==> src/rtl/core_arb_pkg.sv <==
// Shared types and helpers for the core request arbiter.
package core_arb_pkg;

   typedef enum logic [1:0] {
      IDLE = 2'd0,
      HOLD = 2'd1,
      RESP = 2'd2
   } state_e;

   // Increment an index with wrap-around at n (n need not be a power of two).
   function automatic int unsigned wrap_inc(input int unsigned idx, input int unsigned n);
      return (idx + 1 >= n) ? 0 : idx + 1;
   endfunction

endpackage

==> src/rtl/core_req_arbiter_rr_pick.sv <==
// Combinational round-robin picker: first asserted request at or above ptr,
// wrapping from N-1 back to 0.
module rr_pick #(
   parameter int unsigned N         = 2,
   parameter int unsigned IDX_WIDTH = 1
) (
   input  logic [N-1:0]         req_i,
   input  logic [IDX_WIDTH-1:0] ptr_i,
   output logic [IDX_WIDTH-1:0] sel_o,
   output logic                 any_o
);

   // Scan upward from ptr_i; the first hit wins.
   always_comb begin
      int unsigned idx;
      logic        found;
      sel_o = '0;
      found = 1'b0;
      for (int unsigned i = 0; i < N; i++) begin
         idx = 32'(ptr_i) + i;
         if (idx >= N) idx = idx - N;
         if (!found && req_i[idx]) begin
            sel_o = IDX_WIDTH'(idx);
            found = 1'b1;
         end
      end
      any_o = |req_i;
   end

endmodule

==> src/rtl/core_req_arbiter.sv <==
// Round-robin arbiter sharing one req/gnt/rvalid data port between N_PORTS
// requesters, one outstanding transaction at a time.
module core_req_arbiter
   import core_arb_pkg::*;
#(
   parameter int unsigned N_PORTS    = 2,
   parameter int unsigned ADDR_WIDTH = 32
) (
   input  logic                          clk_i,
   input  logic                          rst_i,
   input  logic [N_PORTS-1:0]            s_req_i,
   output logic [N_PORTS-1:0]            s_gnt_o,
   output logic [N_PORTS-1:0]            s_rvalid_o,
   input  logic [N_PORTS*ADDR_WIDTH-1:0] s_addr_i,
   input  logic [N_PORTS-1:0]            s_we_i,
   input  logic [N_PORTS*4-1:0]          s_be_i,
   input  logic [N_PORTS*32-1:0]         s_wdata_i,
   output logic [31:0]                   s_rdata_o,
   output logic                          m_req_o,
   input  logic                          m_gnt_i,
   input  logic                          m_rvalid_i,
   output logic [ADDR_WIDTH-1:0]         m_addr_o,
   output logic                          m_we_o,
   output logic [3:0]                    m_be_o,
   output logic [31:0]                   m_wdata_o,
   input  logic [31:0]                   m_rdata_i
);

   localparam int unsigned IDX_WIDTH = (N_PORTS > 1) ? $clog2(N_PORTS) : 1;

   state_e               state_q, state_d;
   logic [IDX_WIDTH-1:0] rr_ptr_q, rr_ptr_d;
   logic [IDX_WIDTH-1:0] owner_q, owner_d;
   logic [IDX_WIDTH-1:0] sel;
   logic                 any_req;
   logic [IDX_WIDTH-1:0] mux_idx;

   rr_pick #(
      .N         (N_PORTS),
      .IDX_WIDTH (IDX_WIDTH)
   ) u_pick (
      .req_i (s_req_i),
      .ptr_i (rr_ptr_q),
      .sel_o (sel),
      .any_o (any_req)
   );

   // Next-state, grant/response steering and handshake outputs.
   // Outputs are gated by rst_i so they read zero for the whole reset pulse.
   always_comb begin
      state_d    = state_q;
      rr_ptr_d   = rr_ptr_q;
      owner_d    = owner_q;
      mux_idx    = owner_q;
      m_req_o    = 1'b0;
      s_gnt_o    = '0;
      s_rvalid_o = '0;
      case (state_q)
         IDLE: begin
            if (any_req) begin
               mux_idx = sel;
               m_req_o = 1'b1;
               owner_d = sel;
               if (m_gnt_i) begin
                  s_gnt_o[sel] = 1'b1;
                  rr_ptr_d     = IDX_WIDTH'(wrap_inc(32'(sel), N_PORTS));
                  state_d      = RESP;
               end else begin
                  state_d = HOLD;
               end
            end
         end
         HOLD: begin
            m_req_o = s_req_i[owner_q];
            if (m_gnt_i) begin
               s_gnt_o[owner_q] = 1'b1;
               rr_ptr_d         = IDX_WIDTH'(wrap_inc(32'(owner_q), N_PORTS));
               state_d          = RESP;
            end
         end
         RESP: begin
            if (m_rvalid_i) begin
               s_rvalid_o[owner_q] = 1'b1;
               state_d             = IDLE;
            end
         end
         default: state_d = IDLE;
      endcase
      if (rst_i) begin
         mux_idx    = '0;
         m_req_o    = 1'b0;
         s_gnt_o    = '0;
         s_rvalid_o = '0;
      end
   end

   // Attribute mux towards the bridge and shared read data.
   always_comb begin
      m_addr_o  = s_addr_i[int'(mux_idx)*ADDR_WIDTH +: ADDR_WIDTH];
      m_we_o    = s_we_i[mux_idx];
      m_be_o    = s_be_i[int'(mux_idx)*4 +: 4];
      m_wdata_o = s_wdata_i[int'(mux_idx)*32 +: 32];
      s_rdata_o = m_rdata_i;
   end

   // State, round-robin pointer and owner registers.
   always_ff @(posedge clk_i or posedge rst_i) begin
      if (rst_i) begin
         state_q  <= IDLE;
         rr_ptr_q <= '0;
         owner_q  <= '0;
      end else begin
         state_q  <= state_d;
         rr_ptr_q <= rr_ptr_d;
         owner_q  <= owner_d;
      end
   end

`ifndef SYNTHESIS
   a_rvalid_in_resp: assert property (@(posedge clk_i) disable iff (rst_i)
      m_rvalid_i |-> state_q == RESP)
      else $warning("m_rvalid_i outside RESP ignored");

   a_hold_req_stable: assert property (@(posedge clk_i) disable iff (rst_i)
      state_q == HOLD |-> s_req_i[owner_q])
      else $error("owner dropped s_req_i while waiting for grant");
`endif

endmodule

==> config.mk <==
export PLATFORM = sky130hd
export DESIGN_NAME = core_req_arbiter
export DESIGN_NICKNAME = d
export VERILOG_FILES = /design/src/rtl/core_arb_pkg.sv /design/src/rtl/core_req_arbiter_rr_pick.sv /design/src/rtl/core_req_arbiter.sv
export SDC_FILE = /design/constraint.sdc
export NUM_CORES = 1
export LEC_CHECK = 0
export CAP_MARGIN = 20
export CORE_AREA = 2 2 111 113
export CTS_CLUSTER_SIZE = 40
export DETAILED_ROUTE_END_ITERATION = 7
export DIE_AREA = 0 0 113 115
export SLEW_MARGIN = 20
export SYNTH_ARGS = -nofsm -noshare
export SYNTH_HDL_FRONTEND = slang
export SYNTH_SLANG_ARGS = --single-unit
==> constraint.sdc <==
create_clock -name clk_i -period 3.2 [get_ports clk_i]
set_clock_uncertainty 0.15 [all_clocks]
set_input_delay 0.64 -clock clk_i [delete_from_list [all_inputs] [get_ports clk_i]]
set_output_delay 0.64 -clock clk_i [all_outputs]
set_load 0.05 [all_outputs]
==> impl_results.html, run 1 <==
<table>
<tr><th>Metric</th><th>Value</th></tr>
<tr><th colspan="2">Power</th></tr>
<tr><td>Pwr dens</td><td>527 nW/um2</td></tr>
<tr><td>Share of total power in combinational logic</td><td>between 80% and 90%</td></tr>
<tr><td>Net Sw Frac</td><td>47.1%</td></tr>
<tr><td>Peak supply drop</td><td>0.208 mV</td></tr>
<tr><td>Total power</td><td>2.18 mW</td></tr>
<tr><td>Clock network fraction of design power</td><td>9.1%</td></tr>
<tr><td>Switch Pwr</td><td>around 1.0 mW</td></tr>
<tr><td>Internal power contribution</td><td>1.16 mW</td></tr>
<tr><td>Power share of the sequential group</td><td>3.9%</td></tr>
<tr><td>Cell leakage power</td><td>between 1.5 and 2 nW</td></tr>
<tr><th colspan="2">Setup path</th></tr>
<tr><td>CP max FO</td><td>15</td></tr>
<tr><td>Worst setup EP type</td><td>output pin</td></tr>
<tr><td>Number of buffer and inverter instances along the worst setup path</td><td>5</td></tr>
<tr><td>Arrival time of data at the critical path endpoint</td><td>2.34 ns</td></tr>
<tr><td>Critical Path Most Common Cell</td><td>buf_4</td></tr>
<tr><td>Worst flop-to-flop path startpoint</td><td>state_q[1]</td></tr>
<tr><td>CP required</td><td>2.41 ns</td></tr>
<tr><td>Depth of the worst register-to-register path</td><td>4</td></tr>
<tr><td>Start point of the critical path</td><td>s_req_i[1]</td></tr>
<tr><td>Critical Path Stages</td><td>8</td></tr>
<tr><td>Critical Path, Cell by Cell</td><td>buf_2 &gt; or3b_4 &gt; o32ai_4 &gt; buf_4 &gt; buf_6 &gt; buf_16 &gt; mux2_2 &gt; buf_4</td></tr>
<tr><td>Slowest stage cell, crit path</td><td>or3b_4</td></tr>
<tr><td>Slowest Stage Delay on Critical Path</td><td>0.40 ns</td></tr>
<tr><td>Register-to-register setup slack</td><td>1.93 ns</td></tr>
<tr><td>Setup CP Type</td><td>in2out</td></tr>
<tr><td>Critical Path Source Type</td><td>input pin</td></tr>
<tr><td>Kind of cell adding the most delay to the critical path</td><td>buffers and inverters</td></tr>
<tr><th colspan="2">Status</th></tr>
<tr><td>Outcome</td><td>finished, violations left</td></tr>
<tr><td>Failing checks</td><td>DRC</td></tr>
<tr><th colspan="2">Synth</th></tr>
<tr><td>Mean instance size in the synthesized netlist</td><td>a little under 10 um2</td></tr>
<tr><td>Library cell with the largest summed area after synthesis</td><td>mux2_2</td></tr>
<tr><td>Synthesized instance count</td><td>145</td></tr>
<tr><td>Count of distinct cell types in the synthesized netlist</td><td>26</td></tr>
<tr><td>Flops &amp; latches, synth</td><td>4</td></tr>
<tr><td>Area contributors post-synth</td><td>mux2_2 (46%), buf_4 (19%), mux2_4 (9.4%)</td></tr>
<tr><td>Area share of the leading cell type in the synthesized netlist</td><td>46.3%</td></tr>
<tr><td>Sequential-to-total area share from yosys stat</td><td>6.97%</td></tr>
<tr><td>Summed instance area of the synthesized netlist</td><td>1440 um2</td></tr>
<tr><td>Net Count, Synth</td><td>321</td></tr>
<tr><td>Warning count from the yosys run</td><td>0</td></tr>
<tr><th colspan="2">Clocking</th></tr>
<tr><td>Clock root cell</td><td>clkbuf_16</td></tr>
<tr><td>Number of buffers created by CTS</td><td>3</td></tr>
<tr><td>Maximum clock path buffer count</td><td>2</td></tr>
<tr><td>Clock insertion delay at the later pin of the skew report</td><td>0.23 ns</td></tr>
<tr><td>Quantity of hold-fixing buffers added after cts</td><td>0</td></tr>
<tr><td>Sinks on the clock net</td><td>4</td></tr>
<tr><td>Depth of the CTS H-tree</td><td>1</td></tr>
<tr><td>Reg clk slew, reported paths</td><td>0.03 ns</td></tr>
<tr><td>CTS tree</td><td>done</td></tr>
<tr><th colspan="2">Timing</th></tr>
<tr><td>Setup violations, final</td><td>0</td></tr>
<tr><td>Tightest hold margin</td><td>about 0.46 ns</td></tr>
<tr><td>Fmax achieved</td><td>319 MHz</td></tr>
<tr><td>Tightest Pin Transition</td><td>0.425 ns</td></tr>
<tr><td>Share of the clock period used by the worst path</td><td>97.8%</td></tr>
<tr><td>Unrepaired setup endpoints after global routing</td><td>no</td></tr>
<tr><td>Worst max-slew margin expressed relative to the limit</td><td>71.6%</td></tr>
<tr><td>Hold Vio Cnt, Final</td><td>0</td></tr>
<tr><td>Max-slew violations</td><td>0</td></tr>
<tr><td>Final period demand of the worst path</td><td>3.13 ns</td></tr>
<tr><td>Total negative slack</td><td>0 ns</td></tr>
<tr><th colspan="2">Final layout</th></tr>
<tr><td>Design Area, Final</td><td>about 4100 um2</td></tr>
<tr><td>Filler cell count in the final layout</td><td>1173</td></tr>
<tr><td>Multi-input logic area</td><td>1110 um2</td></tr>
<tr><td>Share of final-layout standard cells stronger than drive strength 1</td><td>between 40% and 50%</td></tr>
<tr><td>Antenna Diode Count</td><td>0</td></tr>
<tr><td>Synth-to-Final Area Change</td><td>189%</td></tr>
<tr><td># nets final</td><td>524</td></tr>
<tr><td>Register Area</td><td>about 100 um2</td></tr>
<tr><th colspan="2">Route</th></tr>
<tr><td>Final routed DRC violation total</td><td>19</td></tr>
<tr><td>Total wire length after detailed routing</td><td>8310 um</td></tr>
<tr><td>Routed via count</td><td>roughly 2000</td></tr>
<tr><td>Count of TritonRoute iterations in the first routing pass</td><td>8</td></tr>
<tr><td>Average wire length per cell after detail routing</td><td>16.9 um</td></tr>
<tr><td>Detailed Route Iter0 Violations</td><td>73</td></tr>
<tr><td>Via-per-instance ratio</td><td>3.96</td></tr>
<tr><td>Number of nets still failing antenna checks after routing</td><td>0</td></tr>
<tr><th colspan="2">Global routing</th></tr>
<tr><td>Aggregate global routing overflow</td><td>0</td></tr>
<tr><td>GR Util All Layers</td><td>11.8%</td></tr>
<tr><td>Largest net degree at the start of global routing</td><td>20</td></tr>
<tr><td>Number of global-route vias before repair</td><td>2148</td></tr>
<tr><td>Initial antenna violation count</td><td>0</td></tr>
<tr><td>Wire length of the first global-routing pass</td><td>approximately 12000 um</td></tr>
<tr><th colspan="2">Placement</th></tr>
<tr><td>Instance area at placement</td><td>roughly 3500 um2</td></tr>
<tr><td>Dpl hpwl</td><td>approximately 6200 um</td></tr>
<tr><td>Input/output buffers</td><td>~220</td></tr>
<tr><td>RD Place Congestion</td><td>about 0.81</td></tr>
<tr><th colspan="2">Die</th></tr>
<tr><td>I/O pin total</td><td>282</td></tr>
<tr><td>Cell row count</td><td>40</td></tr>
<tr><td>Total Die Area</td><td>13000 um2</td></tr>
<tr><td>Vertical extent of the die</td><td>between 100 and 150 um</td></tr>
<tr><td>Floorplan die width</td><td>between 100 and 150 um</td></tr>
<tr><td>Initial standard-cell utilization of the core</td><td>12.2%</td></tr>
<tr><td>Core Footprint</td><td>~12000 um2</td></tr>
<tr><th colspan="2">Worst hold path</th></tr>
<tr><td>Worst min path class</td><td>reg2reg</td></tr>
<tr><td>HP Start</td><td>state_q[1]</td></tr>
<tr><td>Min-Delay Path Depth</td><td>2</td></tr>
<tr><th colspan="2">Run</th></tr>
<tr><td>Maximum Capacitance Violations</td><td>0</td></tr>
</table>
-- cells by family after synthesis --
| family | Yosys count | share of synthesized area [%] |
|---|---|---|
| AO/OA/AOI/OAI | 8 | 5.32 |
| multiplexers | 71 | 57.9 |
| flip-flops | 4 | 6.97 |
| AND/OR/NAND/NOR | 18 | 6.89 |
| buffers and inverters | 44 | 22.9 |
-- repair_timing --
action / CTS / global route
gates resized for setup: 104 / 0
cloned: 6 / 0
endpoints found under the hold margin: 0 / 0
endpoints found under the setup margin: 69 / 35
pin swaps: 1 / 0
buffers inserted: 7 / 1
-- cells in the mapped netlist --
| cell type | instances |
|---|---|
| buf_6 | 1 |
| o32ai_4 | 1 |
| mux2_4 | 9 |
| nor3_1 | 3 |
| nand2b_1 | 3 |
| o32ai_1 | 1 |
| buf_12 | 1 |
| nor3b_1 | 2 |
| a2111oi_0 | 1 |
| or3b_1 | 1 |
| a32oi_1 | 1 |
| a31oi_1 | 1 |
| o22ai_1 | 1 |
| mux2_2 | 59 |
| nor2b_1 | 2 |
| nand2_1 | 2 |
| nor2_1 | 4 |
| mux2i_1 | 2 |
| mux2_1 | 1 |
| a21oi_1 | 1 |
| dfrtp_1 | 4 |
| buf_4 | 37 |
| buf_2 | 1 |
| nand4_1 | 1 |
| inv_1 | 4 |
| o21ai_0 | 1 |
-- routing by layer --
metal,track usage [%],wire [um],part of all wire [%],up-vias
met5,0,0,0,-
li1,-,-,-,895
met2,24.3,4630,56,164
met1,12.4,2810,34,885
met4,2.68,85,1.0,0
met3,2.16,793,9.5,10
-- registers in the layout, indices dropped and copies added (netlist names) --
register	flops
owner_q	1
state_q	2
rr_ptr_q	1
-- metrics by stage --
stage               setup WS (ns)  cells  utilization [%]
floorplan                   0.180    145                -
global placement           -0.396    477             29.6
detailed placement         -0.423    477             29.6
CTS                        0.0459    492             35.0
global route               0.0136    493             35.1
finish                     0.0697    493             35.1
-- path summary, 6_finish.rpt --
| kind | to |
|---|---|
| min | state_q[0] |
| max reg2reg | rr_ptr_q |
| min in group asynchronous | rr_ptr_q |
| min reg2reg | state_q[0] |
| max in group asynchronous | state_q[1] |
| max | m_wdata_o[24] |
-- layout make-up --
| class | count | share of cell area (%) |
|---|---|---|
| well taps | 147 | 4.44 |
| repair buffers | 238 | 64.1 |
| clock buffers | 3 | 1.81 |
| inverters | 4 | 0.362 |
| flip-flops and latches | 4 | 2.41 |
| multi-input cells | 97 | 26.9 |
-- power groups by stage --
stage | combinational (mW) | sequential, mW | clock (mW)
after global placement | 1.51 | 0.0855 | 0
after floorplan | 1.11 | 0.0820 | 0
after CTS | 1.92 | 0.0858 | 0.203
after detailed placement | 1.52 | 0.0850 | 0
after global routing | 1.98 | 0.0894 | 0.207
final | 1.90 | 0.0856 | 0.199
-- worst register-to-register path, stage by stage (launching register included) --
cell and delay [ns]:
dfrtp_1 0.37, buf_4 0.17, nand2b_1 0.23, mux2i_1 0.18
a21oi_1 0.05
-- layout by cell type (no fill, tap or decap), drive strengths merged, types with 2 or more instances in the layout --
| cell | synthesis | routed |
|---|---|---|
| clkdlybuf4s50 | 0 | 140 |
| nand2b | 3 | 3 |
| mux2i | 2 | 2 |
| dlygate4sd2 | 0 | 2 |
| nor2b | 2 | 2 |
| nand2 | 2 | 2 |
| buf | 40 | 96 |
| dfrtp | 4 | 4 |
| nor3 | 3 | 3 |
| nor3b | 2 | 2 |
| nor2 | 4 | 4 |
| clkbuf | 0 | 3 |
| mux2 | 69 | 69 |
| inv | 4 | 4 |
| o32ai | 2 | 2 |
(Power assumes the default switching activity.)
==> run 2: changes to the inputs <==
- ABC_CLOCK_PERIOD_IN_PS: unset -> 3200
==> results of run 2 <==
Same layout as run 1: the final DEF is identical, and so are final timing and power.
